**src/rtl/race_pkg.sv**
```systemverilog
// Shared race definitions: game-state encodings, winner codes, zone test.
package race_pkg;

  // PhysicsEngine compares the shared state against ST_RACE.
  typedef enum logic [2:0] {
    ST_IDLE      = 3'd0,
    ST_COUNTDOWN = 3'd2,
    ST_RACE      = 3'd4,
    ST_FINISH    = 3'd5,
    ST_PAUSE     = 3'd6
  } state_e;

  localparam logic [1:0] WIN_NONE = 2'd0;
  localparam logic [1:0] WIN_P1   = 2'd1;
  localparam logic [1:0] WIN_P2   = 2'd2;
  localparam logic [1:0] WIN_TIE  = 2'd3;

  // Inclusive, unsigned rectangle test in map pixels.
  function automatic logic in_zone(input logic [9:0] x, input logic [9:0] y,
                                   input logic [9:0] xl, input logic [9:0] xh,
                                   input logic [9:0] yl, input logic [9:0] yh);
    return (x >= xl) && (x <= xh) && (y >= yl) && (y <= yh);
  endfunction

endpackage

```
**src/rtl/race_controller_if.sv**
```systemverilog
// Button / car-position inputs and HUD/physics-facing outputs of the race sequencer.
interface race_controller_if;
  logic        start_btn;
  logic        pause_btn;
  logic [9:0]  p1_x, p1_y;
  logic [9:0]  p2_x, p2_y;
  logic [2:0]  state;
  logic        car_rst;
  logic [1:0]  countdown;
  logic [2:0]  p1_lap, p2_lap;
  logic [1:0]  winner;
  logic [15:0] race_time;
  logic        game_tick;

  modport master (
    output start_btn, pause_btn, p1_x, p1_y, p2_x, p2_y,
    input  state, car_rst, countdown, p1_lap, p2_lap, winner, race_time, game_tick
  );

  modport slave (
    input  start_btn, pause_btn, p1_x, p1_y, p2_x, p2_y,
    output state, car_rst, countdown, p1_lap, p2_lap, winner, race_time, game_tick
  );
endinterface

```
**src/rtl/lap_tracker.sv**
```systemverilog
// Per-car lap counter: the checkpoint arms, the finish line scores an armed car.
module lap_tracker
  import race_pkg::*;
#(
  parameter int         LAPS     = 3,
  parameter logic [9:0] FIN_X_LO = 10'd10,
  parameter logic [9:0] FIN_X_HI = 10'd30,
  parameter logic [9:0] FIN_Y_LO = 10'd100,
  parameter logic [9:0] FIN_Y_HI = 10'd140,
  parameter logic [9:0] CP_X_LO  = 10'd290,
  parameter logic [9:0] CP_X_HI  = 10'd310,
  parameter logic [9:0] CP_Y_LO  = 10'd100,
  parameter logic [9:0] CP_Y_HI  = 10'd140
) (
  input  logic       clk,
  input  logic       rst,
  input  logic       clear_i,
  input  logic       en_i,
  input  logic [9:0] x_i,
  input  logic [9:0] y_i,
  output logic [2:0] lap_o,
  output logic       done_o
);

  logic [2:0] lap_q, lap_d;
  logic       armed_q, armed_d;
  logic       in_fin, in_cp, hit;

  assign in_fin = in_zone(x_i, y_i, FIN_X_LO, FIN_X_HI, FIN_Y_LO, FIN_Y_HI);
  assign in_cp  = in_zone(x_i, y_i, CP_X_LO, CP_X_HI, CP_Y_LO, CP_Y_HI);
  // Finish crossing uses the armed bit from before this tick.
  assign hit    = en_i && in_fin && armed_q;
  // Strobes on the tick whose crossing completes the final lap.
  assign done_o = hit && (lap_q == 3'(LAPS - 1));
  assign lap_o  = lap_q;

  // Next lap/armed value: clear on a new race, else update on enabled ticks.
  always_comb begin
    lap_d   = lap_q;
    armed_d = armed_q;
    if (clear_i) begin
      lap_d   = '0;
      armed_d = 1'b0;
    end else if (en_i) begin
      if (hit) begin
        armed_d = 1'b0;
        if (lap_q != 3'(LAPS)) lap_d = lap_q + 3'd1;
      end
      if (in_cp) armed_d = 1'b1;
    end
  end

  // Lap and armed registers.
  always_ff @(posedge clk) begin
    if (rst) begin
      lap_q   <= '0;
      armed_q <= 1'b0;
    end else begin
      lap_q   <= lap_d;
      armed_q <= armed_d;
    end
  end

endmodule

```
**src/rtl/race_controller.sv**
```systemverilog
// Race sequencer: game tick, button capture, countdown/race/pause FSM, timer and winner.
module race_controller
  import race_pkg::*;
#(
  parameter int         CLK_FREQ = 100_000_000,
  parameter int         LAPS     = 3,
  parameter int         CD_TICKS = 60,
  parameter logic [9:0] FIN_X_LO = 10'd10,
  parameter logic [9:0] FIN_X_HI = 10'd30,
  parameter logic [9:0] FIN_Y_LO = 10'd100,
  parameter logic [9:0] FIN_Y_HI = 10'd140,
  parameter logic [9:0] CP_X_LO  = 10'd290,
  parameter logic [9:0] CP_X_HI  = 10'd310,
  parameter logic [9:0] CP_Y_LO  = 10'd100,
  parameter logic [9:0] CP_Y_HI  = 10'd140
) (
  input  logic               clk,
  input  logic               rst,
  race_controller_if.slave   bus_io
);

  localparam int TICK_MAX = CLK_FREQ / 60;
  localparam int TW       = $clog2(TICK_MAX + 1);
  localparam int CW       = $clog2(CD_TICKS + 1);

  logic [TW-1:0] tick_cnt_q;
  logic          tick;
  logic          start_pend_q, pause_pend_q, start_evt, pause_evt;
  state_e        state_q, state_d;
  logic [CW-1:0] cd_cnt_q, cd_cnt_d;
  logic [1:0]    countdown_q, countdown_d;
  logic [15:0]   race_time_q, race_time_d;
  logic [1:0]    winner_q, winner_d;
  logic          car_rst_q, car_rst_d;
  logic          lap_en, lap_clr;
  logic          done1, done2;
  logic [2:0]    lap1, lap2;

  assign tick = (tick_cnt_q == '0);

  // Free-running tick divider, reset with rst so it stays locked to the physics engines.
  always_ff @(posedge clk) begin
    if (rst)                            tick_cnt_q <= '0;
    else if (tick_cnt_q == TW'(TICK_MAX)) tick_cnt_q <= '0;
    else                                tick_cnt_q <= tick_cnt_q + TW'(1);
  end

  // A pulse landing on the tick edge itself is honoured directly.
  assign start_evt = start_pend_q | bus_io.start_btn;
  assign pause_evt = pause_pend_q | bus_io.pause_btn;

  // Sticky button flags, dropped on every tick whether used or not.
  always_ff @(posedge clk) begin
    if (rst || tick) begin
      start_pend_q <= 1'b0;
      pause_pend_q <= 1'b0;
    end else begin
      start_pend_q <= start_evt;
      pause_pend_q <= pause_evt;
    end
  end

  // Trackers run only on RACE ticks and are wiped when a new race starts.
  assign lap_en  = tick && (state_q == ST_RACE);
  assign lap_clr = tick && (state_q == ST_IDLE) && start_evt;

  lap_tracker #(
    .LAPS(LAPS),
    .FIN_X_LO(FIN_X_LO), .FIN_X_HI(FIN_X_HI), .FIN_Y_LO(FIN_Y_LO), .FIN_Y_HI(FIN_Y_HI),
    .CP_X_LO(CP_X_LO),   .CP_X_HI(CP_X_HI),   .CP_Y_LO(CP_Y_LO),   .CP_Y_HI(CP_Y_HI)
  ) u_lap1 (
    .clk(clk), .rst(rst), .clear_i(lap_clr), .en_i(lap_en),
    .x_i(bus_io.p1_x), .y_i(bus_io.p1_y), .lap_o(lap1), .done_o(done1)
  );

  lap_tracker #(
    .LAPS(LAPS),
    .FIN_X_LO(FIN_X_LO), .FIN_X_HI(FIN_X_HI), .FIN_Y_LO(FIN_Y_LO), .FIN_Y_HI(FIN_Y_HI),
    .CP_X_LO(CP_X_LO),   .CP_X_HI(CP_X_HI),   .CP_Y_LO(CP_Y_LO),   .CP_Y_HI(CP_Y_HI)
  ) u_lap2 (
    .clk(clk), .rst(rst), .clear_i(lap_clr), .en_i(lap_en),
    .x_i(bus_io.p2_x), .y_i(bus_io.p2_y), .lap_o(lap2), .done_o(done2)
  );

  // Next-state and registered outputs; everything moves only on tick edges.
  always_comb begin
    state_d     = state_q;
    cd_cnt_d    = cd_cnt_q;
    countdown_d = countdown_q;
    race_time_d = race_time_q;
    winner_d    = winner_q;
    car_rst_d   = 1'b0;
    if (tick) begin
      case (state_q)
        ST_IDLE: if (start_evt) begin
          state_d     = ST_COUNTDOWN;
          car_rst_d   = 1'b1;
          winner_d    = WIN_NONE;
          race_time_d = '0;
          cd_cnt_d    = '0;
          countdown_d = 2'd3;
        end
        ST_COUNTDOWN: begin
          if (cd_cnt_q == CW'(CD_TICKS - 1)) begin
            cd_cnt_d    = '0;
            countdown_d = countdown_q - 2'd1;
            if (countdown_q == 2'd1) state_d = ST_RACE;
          end else begin
            cd_cnt_d = cd_cnt_q + CW'(1);
          end
        end
        ST_RACE: begin
          if (race_time_q != 16'hFFFF) race_time_d = race_time_q + 16'd1;
          // Finish beats a pending pause on the same tick.
          if (done1 || done2) begin
            state_d  = ST_FINISH;
            winner_d = {done2, done1};
          end else if (pause_evt) begin
            state_d = ST_PAUSE;
          end
        end
        ST_PAUSE: begin
          if (pause_evt)      state_d = ST_RACE;
          else if (start_evt) state_d = ST_IDLE;
        end
        ST_FINISH: if (start_evt) state_d = ST_IDLE;
        default: state_d = ST_IDLE;
      endcase
    end
  end

  // FSM, timer and HUD registers.
  always_ff @(posedge clk) begin
    if (rst) begin
      state_q     <= ST_IDLE;
      cd_cnt_q    <= '0;
      countdown_q <= '0;
      race_time_q <= '0;
      winner_q    <= WIN_NONE;
      car_rst_q   <= 1'b0;
    end else begin
      state_q     <= state_d;
      cd_cnt_q    <= cd_cnt_d;
      countdown_q <= countdown_d;
      race_time_q <= race_time_d;
      winner_q    <= winner_d;
      car_rst_q   <= car_rst_d;
    end
  end

  assign bus_io.state     = state_q;
  assign bus_io.car_rst   = car_rst_q;
  assign bus_io.countdown = countdown_q;
  assign bus_io.p1_lap    = lap1;
  assign bus_io.p2_lap    = lap2;
  assign bus_io.winner    = winner_q;
  assign bus_io.race_time = race_time_q;
  assign bus_io.game_tick = tick;

endmodule

```
**src/flat_wrapper.sv**
```systemverilog
// flat-port wrapper written by rule: the top's interface ports become plain ports
module race_controller_flat import race_pkg::*;
#(
  parameter int         CLK_FREQ = 100_000_000,
  parameter int         LAPS     = 3,
  parameter int         CD_TICKS = 60,
  parameter logic [9:0] FIN_X_LO = 10'd10,
  parameter logic [9:0] FIN_X_HI = 10'd30,
  parameter logic [9:0] FIN_Y_LO = 10'd100,
  parameter logic [9:0] FIN_Y_HI = 10'd140,
  parameter logic [9:0] CP_X_LO  = 10'd290,
  parameter logic [9:0] CP_X_HI  = 10'd310,
  parameter logic [9:0] CP_Y_LO  = 10'd100,
  parameter logic [9:0] CP_Y_HI  = 10'd140
)
  (clk, rst, bus_io_start_btn, bus_io_pause_btn, bus_io_p1_x, bus_io_p1_y, bus_io_p2_x, bus_io_p2_y, bus_io_state, bus_io_car_rst, bus_io_countdown, bus_io_p1_lap, bus_io_p2_lap, bus_io_winner, bus_io_race_time, bus_io_game_tick);
  race_controller_if bus_io_i ();
  input  logic clk;
  input  logic rst;
  input wire logic [$bits(bus_io_i.start_btn)-1:0] bus_io_start_btn;
  input wire logic [$bits(bus_io_i.pause_btn)-1:0] bus_io_pause_btn;
  input wire logic [$bits(bus_io_i.p1_x)-1:0] bus_io_p1_x;
  input wire logic [$bits(bus_io_i.p1_y)-1:0] bus_io_p1_y;
  input wire logic [$bits(bus_io_i.p2_x)-1:0] bus_io_p2_x;
  input wire logic [$bits(bus_io_i.p2_y)-1:0] bus_io_p2_y;
  output wire logic [$bits(bus_io_i.state)-1:0] bus_io_state;
  output wire logic [$bits(bus_io_i.car_rst)-1:0] bus_io_car_rst;
  output wire logic [$bits(bus_io_i.countdown)-1:0] bus_io_countdown;
  output wire logic [$bits(bus_io_i.p1_lap)-1:0] bus_io_p1_lap;
  output wire logic [$bits(bus_io_i.p2_lap)-1:0] bus_io_p2_lap;
  output wire logic [$bits(bus_io_i.winner)-1:0] bus_io_winner;
  output wire logic [$bits(bus_io_i.race_time)-1:0] bus_io_race_time;
  output wire logic [$bits(bus_io_i.game_tick)-1:0] bus_io_game_tick;
  assign bus_io_i.start_btn = bus_io_start_btn;
  assign bus_io_i.pause_btn = bus_io_pause_btn;
  assign bus_io_i.p1_x = bus_io_p1_x;
  assign bus_io_i.p1_y = bus_io_p1_y;
  assign bus_io_i.p2_x = bus_io_p2_x;
  assign bus_io_i.p2_y = bus_io_p2_y;
  assign bus_io_state = bus_io_i.state;
  assign bus_io_car_rst = bus_io_i.car_rst;
  assign bus_io_countdown = bus_io_i.countdown;
  assign bus_io_p1_lap = bus_io_i.p1_lap;
  assign bus_io_p2_lap = bus_io_i.p2_lap;
  assign bus_io_winner = bus_io_i.winner;
  assign bus_io_race_time = bus_io_i.race_time;
  assign bus_io_game_tick = bus_io_i.game_tick;
  race_controller #(.CLK_FREQ(CLK_FREQ), .LAPS(LAPS), .CD_TICKS(CD_TICKS), .FIN_X_LO(FIN_X_LO), .FIN_X_HI(FIN_X_HI), .FIN_Y_LO(FIN_Y_LO), .FIN_Y_HI(FIN_Y_HI), .CP_X_LO(CP_X_LO), .CP_X_HI(CP_X_HI), .CP_Y_LO(CP_Y_LO), .CP_Y_HI(CP_Y_HI)) u_core (.clk(clk), .rst(rst), .bus_io(bus_io_i));
endmodule
```
**config.mk**
```make
export PLATFORM = sky130hd
export DESIGN_NAME = race_controller_flat
export DESIGN_NICKNAME = d
export VERILOG_FILES = /design/src/rtl/race_pkg.sv /design/src/rtl/race_controller_if.sv /design/src/rtl/lap_tracker.sv /design/src/rtl/race_controller.sv /design/src/flat_wrapper.sv
export SDC_FILE = /design/constraint.sdc
export NUM_CORES = 1
export LEC_CHECK = 0
export CAP_MARGIN = 15
export CORE_ASPECT_RATIO = 1.1
export CORE_MARGIN = 2
export CORE_UTILIZATION = 51
export CTS_CLUSTER_DIAMETER = 150
export DETAILED_ROUTE_END_ITERATION = 16
export PLACE_DENSITY = 0.9
export SLEW_MARGIN = 25
export SYNTH_ARGS = -nofsm -noshare
export SYNTH_HDL_FRONTEND = slang
export SYNTH_SLANG_ARGS = --single-unit
```
**constraint.sdc**
```tcl
create_clock -name clk -period 2.6 [get_ports clk]
set_input_delay 0.78 -clock clk [delete_from_list [all_inputs] [get_ports clk]]
set_output_delay 0.78 -clock clk [all_outputs]
set_load 0.01 [all_outputs]
```
* Word level (Yosys, flattened, before mapping) *
Cells that the tools add are included.

storage, ports and cells
  register bits after elaboration = 61
  input bits = 44
  output and inout bits = 31
  logic and storage cells = 119

cells by class
  add/subtract/negate cells = 6
  order comparisons = 12
  equal/unequal tests = 18
  multiplexer cells = 25
  bitwise gates (word level) = 4
  reduce and logical (&&, ||, !) cells = 41

operator list
  operator                                                                              number
  16-bit 2-to-1 mux                                                                     2
  16-bit one-hot mux with 2 select lines                                                1
  21-bit by 1-bit adder with 21-bit output, second input constant                       1
  21-bit == test, second input constant                                                 1
  1-bit logical AND                                                                     21
  21-bit zero test                                                                      1
  3-bit 2-to-1 mux                                                                      7
  10-bit by 4-bit greater-or-equal comparator with 1-bit output, second input constant  2
  10-bit by 7-bit greater-or-equal comparator with 1-bit output, second input constant  2
  10-bit by 9-bit greater-or-equal comparator with 1-bit output, second input constant  2
  10-bit by 5-bit <= comparator with 1-bit output, second input constant                2
  10-bit by 8-bit <= comparator with 1-bit output, second input constant                2
  10-bit by 9-bit <= comparator with 1-bit output, second input constant                2
  16-bit by 1-bit adder with 16-bit output, second input constant                       1
  16-bit inequality test, second input constant                                         1
  3-bit one-hot mux with 5 select lines                                                 1
  6-bit 2-to-1 mux                                                                      2
  6-bit one-hot mux with 2 select lines                                                 1
  4-bit AND reduction                                                                   3
  3-bit by 2-bit == test with 1-bit output, second input constant                       3
  3-bit == test, second input constant                                                  3
  3-bit by 2-bit inequality test with 1-bit output, second input constant               3
  3-bit AND reduction                                                                   3
  2-bit 2-to-1 mux                                                                      4
  18 further kinds                                                                      35

* Depth between registers and ports, before layout *
  word-level depth = 10
  mapped depth = 8
  gate-level depth less buffers = 7

* Cells and area by module *
A second synthesis with hierarchy kept.

unflattened totals
  cell total of the unflattened synthesis = 435
  area, all modules = 3553.4 um2

modules (own cells, without submodules)
  module           instances  cells each  area an instance (um2)  seq. area each (um2)
  race_controller  1          345         2790.2                  1061.0
  lap_tracker      2          45          381.6                   80.1

* Worst setup path before layout *
OpenSTA, ideal clock, no wires.

  kind = input -> register
  from = input port bus_io_p2_y[6]
  to = register u_core.u_lap2.lap_q[2] (netlist: u_core.u_lap2.lap_o[2])
  library setup time = 0.070 ns
  data arrival time = 2.328 ns
  data required time = 2.530 ns
  setup slack = 0.202 ns
  stages on the path = 5
  buffers on the path = 0
  path through = or4b_2 o32ai_1 nand4_1 or3_1 a21oi_1

on the way
  longest elaborated chain between the ends = 6
  elaborated cells between the ends (all ways) = 7
  classes of those cells = order compare: 2; reduce/logical: 5

ends and longest elaborated chain
  element                                                        line                RTL
  from (decl)                                                    flat_wrapper.sv:25  input wire logic [$bits(bus_io_i.p2_y)-1:0] bus_io_p2_y;
  10-bit by 7-bit greater-or-equal comparator with 1-bit output  race_pkg.sv:22      return (x >= xl) && (x <= xh) && (y >= yl) && (y <= yh);
  1-bit logical AND                                              race_pkg.sv:22
  1-bit logical AND (*)                                          race_pkg.sv:22
  1-bit logical AND (*) (2 in a row)                             lap_tracker.sv:32   assign hit = en_i && in_fin && armed_q;
  3-bit AND reduction (no line) (*)                              --
  to (signal assigned)                                           lap_tracker.sv:59   lap_q <= lap_d;
  to (decl)                                                      lap_tracker.sv:25   logic [2:0] lap_q, lap_d;

Mark *: on every way between the ends. The rest lies on a longest branch, timed or not.
A chain may end at the register's enable or synchronous reset.

* Final worst setup path *
  from = input port bus_io_start_btn
  to = register u_core.race_time_q[8] (netlist: u_core.bus_io.race_time[8])

on the way
  longest elaborated chain between the ends = 3

ends and longest elaborated chain
  element                                                     line                    RTL
  from (decl)                                                 flat_wrapper.sv:20      input wire logic [$bits(bus_io_i.start_btn)-1:0] bus_io_start_btn;
  1-bit bitwise OR                                            race_controller.sv:49   assign start_evt = start_pend_q | bus_io.start_btn;
  2-bit by 1-bit inequality test with 1-bit output (no line)  --
  4-bit AND reduction (no line)                               --
  to (signal assigned)                                        race_controller.sv:145  race_time_q <= race_time_d;
  to (decl)                                                   race_controller.sv:32   logic [15:0] race_time_q, race_time_d;

No other way between the ends.

==> flow_summary.html <==
<table>
<tr><th>Metric</th><th>Value</th></tr>
<tr><th colspan="2">Run status</th></tr>
<tr><td>Status</td><td>finished clean</td></tr>
<tr><th colspan="2">Global route</th></tr>
<tr><td>Global-route met2 utilization</td><td>47.24%</td></tr>
<tr><td>Global routing met1 resource utilization</td><td>28.23%</td></tr>
<tr><td>Overall fraction of global-route tracks in use</td><td>25.79%</td></tr>
<tr><td>Routing usage on met3</td><td>5.636%</td></tr>
<tr><td>Remaining global-route overflow</td><td>0</td></tr>
<tr><td>Antenna violations before repair</td><td>0</td></tr>
<tr><td>Number of global-route vias before repair</td><td>between 3000 and 4000</td></tr>
<tr><td>First-pass GRT wire length</td><td>16.26 mm</td></tr>
<tr><td>Pin count of the biggest net entering global routing</td><td>23</td></tr>
<tr><td>Routing layer with the top usage in global route</td><td>met2</td></tr>
<tr><th colspan="2">Clocking</th></tr>
<tr><td>Number of sinks handled by clock tree synthesis</td><td>61</td></tr>
<tr><td>Clock Pin Slew Worst Setup and Hold Paths</td><td>0.07 ns</td></tr>
<tr><td>Clock Latency Late Sink</td><td>0.35 ns</td></tr>
<tr><td>CTS Buffer Depth</td><td>2</td></tr>
<tr><td>Post-cts hold buffer count</td><td>0</td></tr>
<tr><td>Number of buffers created by CTS</td><td>9</td></tr>
<tr><td>CTS Root Cell</td><td>sky130_fd_sc_hd__clkbuf_8</td></tr>
<tr><td>Clock tree from TritonCTS</td><td>built</td></tr>
<tr><td>Level count of the clock H-tree</td><td>3</td></tr>
<tr><th colspan="2">Logic synthesis</th></tr>
<tr><td>Portion of the post-synthesis area used by sequential elements</td><td>around a third</td></tr>
<tr><td>Synth Instances</td><td>424</td></tr>
<tr><td>Number of nets produced by synthesis</td><td>480</td></tr>
<tr><td>Number of enable-type register cells in the synthesized netlist</td><td>0</td></tr>
<tr><td>Yosys warning total</td><td>0</td></tr>
<tr><td>Area fraction of the dominant cell type after synthesis</td><td>around 35%</td></tr>
<tr><td>Leading area contributor after synthesis</td><td>sky130_fd_sc_hd__dfxtp_1</td></tr>
<tr><td>Library cells used by synthesis</td><td>62</td></tr>
<tr><td>Proportion of register bits with asynchronous set or reset after synthesis</td><td>0%</td></tr>
<tr><td>Syn Std Cell Area</td><td>around 3500 µm²</td></tr>
<tr><td>Average size of a mapped cell</td><td>between 8 and 9 µm²</td></tr>
<tr><td>Count of state elements after synthesis</td><td>61</td></tr>
<tr><td>Most common flop cell mapped by yosys</td><td>sky130_fd_sc_hd__dfxtp_1</td></tr>
<tr><td>Largest cells by area after synthesis</td><td>sky130_fd_sc_hd__dfxtp_1 (35%), sky130_fd_sc_hd__ha_1 (4.3%), sky130_fd_sc_hd__nor2_1 (4.0%)</td></tr>
<tr><th colspan="2">Worst setup path</th></tr>
<tr><td>Setup crit end kind</td><td>register</td></tr>
<tr><td>Crit-path slowest cell</td><td>sky130_fd_sc_hd__or4b_1</td></tr>
<tr><td>Arrival @ worst endpoint</td><td>2.73 ns</td></tr>
<tr><td>Largest fanout of any net on the critical path</td><td>7</td></tr>
<tr><td>Critical path, cell by cell</td><td>clkdlybuf4s50_1 -&gt; nor3_1 -&gt; nor3_1 -&gt; or4b_1 -&gt; or4_1 -&gt; a21oi_1</td></tr>
<tr><td>Maximum single-stage delay on the critical path</td><td>0.57 ns</td></tr>
<tr><td>Most numerous cell on the critical path</td><td>sky130_fd_sc_hd__nor3_1</td></tr>
<tr><td>CP Launch Type</td><td>input port</td></tr>
<tr><td>Required time of the worst setup path</td><td>2.89 ns</td></tr>
<tr><td>Startpoint-to-endpoint class of the critical path</td><td>in2reg</td></tr>
<tr><th colspan="2">Floorplan</th></tr>
<tr><td>Number of placed I/O pins</td><td>75</td></tr>
<tr><td>Placeable Area</td><td>6633 µm²</td></tr>
<tr><td>Die height</td><td>91.18 µm</td></tr>
<tr><td>Row cnt</td><td>31</td></tr>
<tr><td>Die area</td><td>7590 µm²</td></tr>
<tr><td>Die outline width</td><td>83.25 µm</td></tr>
<tr><td>Initial standard-cell utilization of the core</td><td>a little over half</td></tr>
<tr><th colspan="2">Placement</th></tr>
<tr><td>Number of buffer cells added on primary ports</td><td>74</td></tr>
<tr><td>Placed wire-length estimate</td><td>7.450 mm</td></tr>
<tr><td>Final weighted congestion of routability-driven global placement</td><td>around 0.9</td></tr>
<tr><td>Setup slack at placement</td><td>-0.3088 ns</td></tr>
<tr><th colspan="2">Drt</th></tr>
<tr><td>Detailed-route DRC error count</td><td>0</td></tr>
<tr><td>Average wire per cell in the routed design</td><td>15.44 µm</td></tr>
<tr><td>Final ANT Viol Nets</td><td>0</td></tr>
<tr><td>Detailed-route via count</td><td>about 3800</td></tr>
<tr><td>Number of design-rule violations left by the first detailed-router iteration</td><td>273</td></tr>
<tr><td>Detailed Route WL</td><td>9.695 mm</td></tr>
<tr><td>Number of iterations in the first detailed-routing pass</td><td>5</td></tr>
<tr><td>Vias per inst</td><td>6.084</td></tr>
<tr><th colspan="2">Timing</th></tr>
<tr><td>Worst slew margin relative to its limit</td><td>a little over half</td></tr>
<tr><td>Final worst-path setup slack</td><td>0.1549 ns</td></tr>
<tr><td>Unrepaired setup endpoints after global routing</td><td>false</td></tr>
<tr><td>Final worst path period need</td><td>approximately 2.4 ns</td></tr>
<tr><td>Final cycle utilization of the critical path</td><td>94.04%</td></tr>
<tr><td>Peak clock frequency supported by timing</td><td>0.4090 GHz</td></tr>
<tr><td>Final setup skew</td><td>approximately 0.008 ns</td></tr>
<tr><td>Hold Violations, Final</td><td>0</td></tr>
<tr><td>Transition time at the pin with the least slew margin</td><td>approximately 0.7 ns</td></tr>
<tr><td>Max-slew violation count</td><td>0</td></tr>
<tr><td>Final-report setup violation count</td><td>0</td></tr>
<tr><td>Worst hold margin</td><td>0.4821 ns</td></tr>
<tr><td>Sum of negative setup slack</td><td>0 ns</td></tr>
<tr><th colspan="2">Pwr</th></tr>
<tr><td>Total Power</td><td>2.134 mW</td></tr>
<tr><td>Power density of the placed cells</td><td>438.9 nW/µm²</td></tr>
<tr><td>Peak supply drop</td><td>0.4031 mV</td></tr>
<tr><td>Leak pwr</td><td>about 1.7 nW</td></tr>
<tr><th colspan="2">Final layout</th></tr>
<tr><td>Fill cell total of the finished layout</td><td>469</td></tr>
<tr><td>Share of the core filled with cells</td><td>73.29%</td></tr>
<tr><td>Multi-input logic area</td><td>2213 µm²</td></tr>
<tr><td>Final antenna diode count</td><td>0</td></tr>
<tr><td>Net count reported at finish</td><td>597</td></tr>
<tr><td>Most used cells in the layout excluding fill and tap cells</td><td>sky130_fd_sc_hd__clkdlybuf4s50_1 (73), sky130_fd_sc_hd__dfxtp_1 (61), sky130_fd_sc_hd__buf_4 (46)</td></tr>
<tr><td>Share of final-layout standard cells stronger than drive strength 1</td><td>around 16%</td></tr>
<tr><td>Synthesis-to-finish area growth</td><td>37.96%</td></tr>
<tr><td>Register area</td><td>between 1000 and 1500 µm²</td></tr>
<tr><td>Commonest non-fill, non-tap cell in the layout</td><td>sky130_fd_sc_hd__clkdlybuf4s50_1</td></tr>
<tr><th colspan="2">Run</th></tr>
<tr><td>Max-cap check violation count</td><td>0</td></tr>
<tr><th colspan="2">Worst hold path</th></tr>
<tr><td>Worst min path class</td><td>reg2reg</td></tr>
</table>
-- cell type report --
cell class              count  area share (%)
well taps                  82           2.111
multi-input cells         331           45.53
clock buffers              11           2.703
repair buffers            121           22.65
clock inverters             5          0.5663
inverters                  17           1.313
flip-flops and latches     61           25.12
-- routing by layer --
metal | wire [µm] | up-vias
met3 | 544 | 26
met5 | 0 | -
met4 | 260 | 0
met2 | 5108 | 156
met1 | 3782 | 1798
li1 | - | 1841
-- repair_timing --
action | 4_1_cts | 5_1_grt
gates cloned | 0 | 0
pin swaps | 1 | 3
endpoints found under the setup margin | 1 | 8
resized for setup | 2 | 7
setup buffers | 0 | 1
-- path summary, 6_finish.rpt --
kind / from / to / slack (ns) / cells after the start
setup reg to reg: u_core.tick_cnt_q[2] / u_core.bus_io.race_time[8] / 0.18 / 7
setup / recovery: bus_io_start_btn / u_core.bus_io.race_time[8] / 0.15 / 6
hold / removal: u_core.cd_cnt_q[1] / u_core.cd_cnt_q[1] / 0.48 / 2
hold reg to reg: u_core.cd_cnt_q[1] / u_core.cd_cnt_q[1] / 0.48 / 2
-- state kept, by name, indices dropped and copies added, names as in the netlist --
signal	flops
u_core.tick_cnt_q	21
u_core.bus_io.race_time	16
u_core.cd_cnt_q	6
u_core.bus_io.state	3
u_core.u_lap1.lap_o	3
u_core.u_lap2.lap_o	3
u_core.bus_io.countdown	2
u_core.bus_io.winner	2
u_core.bus_io.car_rst	1
u_core.pause_pend_q	1
u_core.start_pend_q	1
u_core.u_lap1.armed_q	1
u_core.u_lap2.armed_q	1
-- metrics by stage --
stage	std cells	cell area (µm²)
after floorplan	424	3523
after global placement	611	4664
after detailed placement	611	4664
after CTS	627	4828
after global routing	628	4861
final	628	4861
-- critical path: cells and delay by family --
family                 cells  cell delay, ns
and+or+nand+nor            4            1.33
buffers and inverters      1            0.48
AOI/OAI and AO/OA          1            0.15
-- report_power, final --
group	internal (mW)	leakage (nW)	switching, mW	total, mW
Combinational	0.227	1.14	0.204	0.431
Sequential	0.956	0.493	0.0318	0.988
Clock	0.339	0.0829	0.376	0.715
Total	1.52	1.72	0.612	2.13
-- Yosys cell counts (all sizes together), types with 5 or more instances --
| master | number |
|---|---|
| nor3 | 15 |
| nand4 | 10 |
| xor2 | 6 |
| nor4 | 21 |
| and4 | 8 |
| ha | 12 |
| o31ai | 15 |
| a31oi | 5 |
| a21oi | 28 |
| nand3 | 25 |
| and3 | 10 |
| clkbuf | 12 |
| dfxtp | 61 |
| o21ai | 14 |
| nor2 | 38 |
| xnor2 | 14 |
| nand2 | 27 |
| inv | 17 |
| or4 | 14 |
| or3 | 8 |
| and2 | 6 |
-- cell families after synthesis --
kind of cell	synth area share, %
simple gates	34.98
buf+inv	3.693
compound gates	16.58
fa+ha+maj	4.545
xor+xnor	4.972
mux	0.5682
flops	34.66
Note: power is estimated with default switching activity, not from simulation.
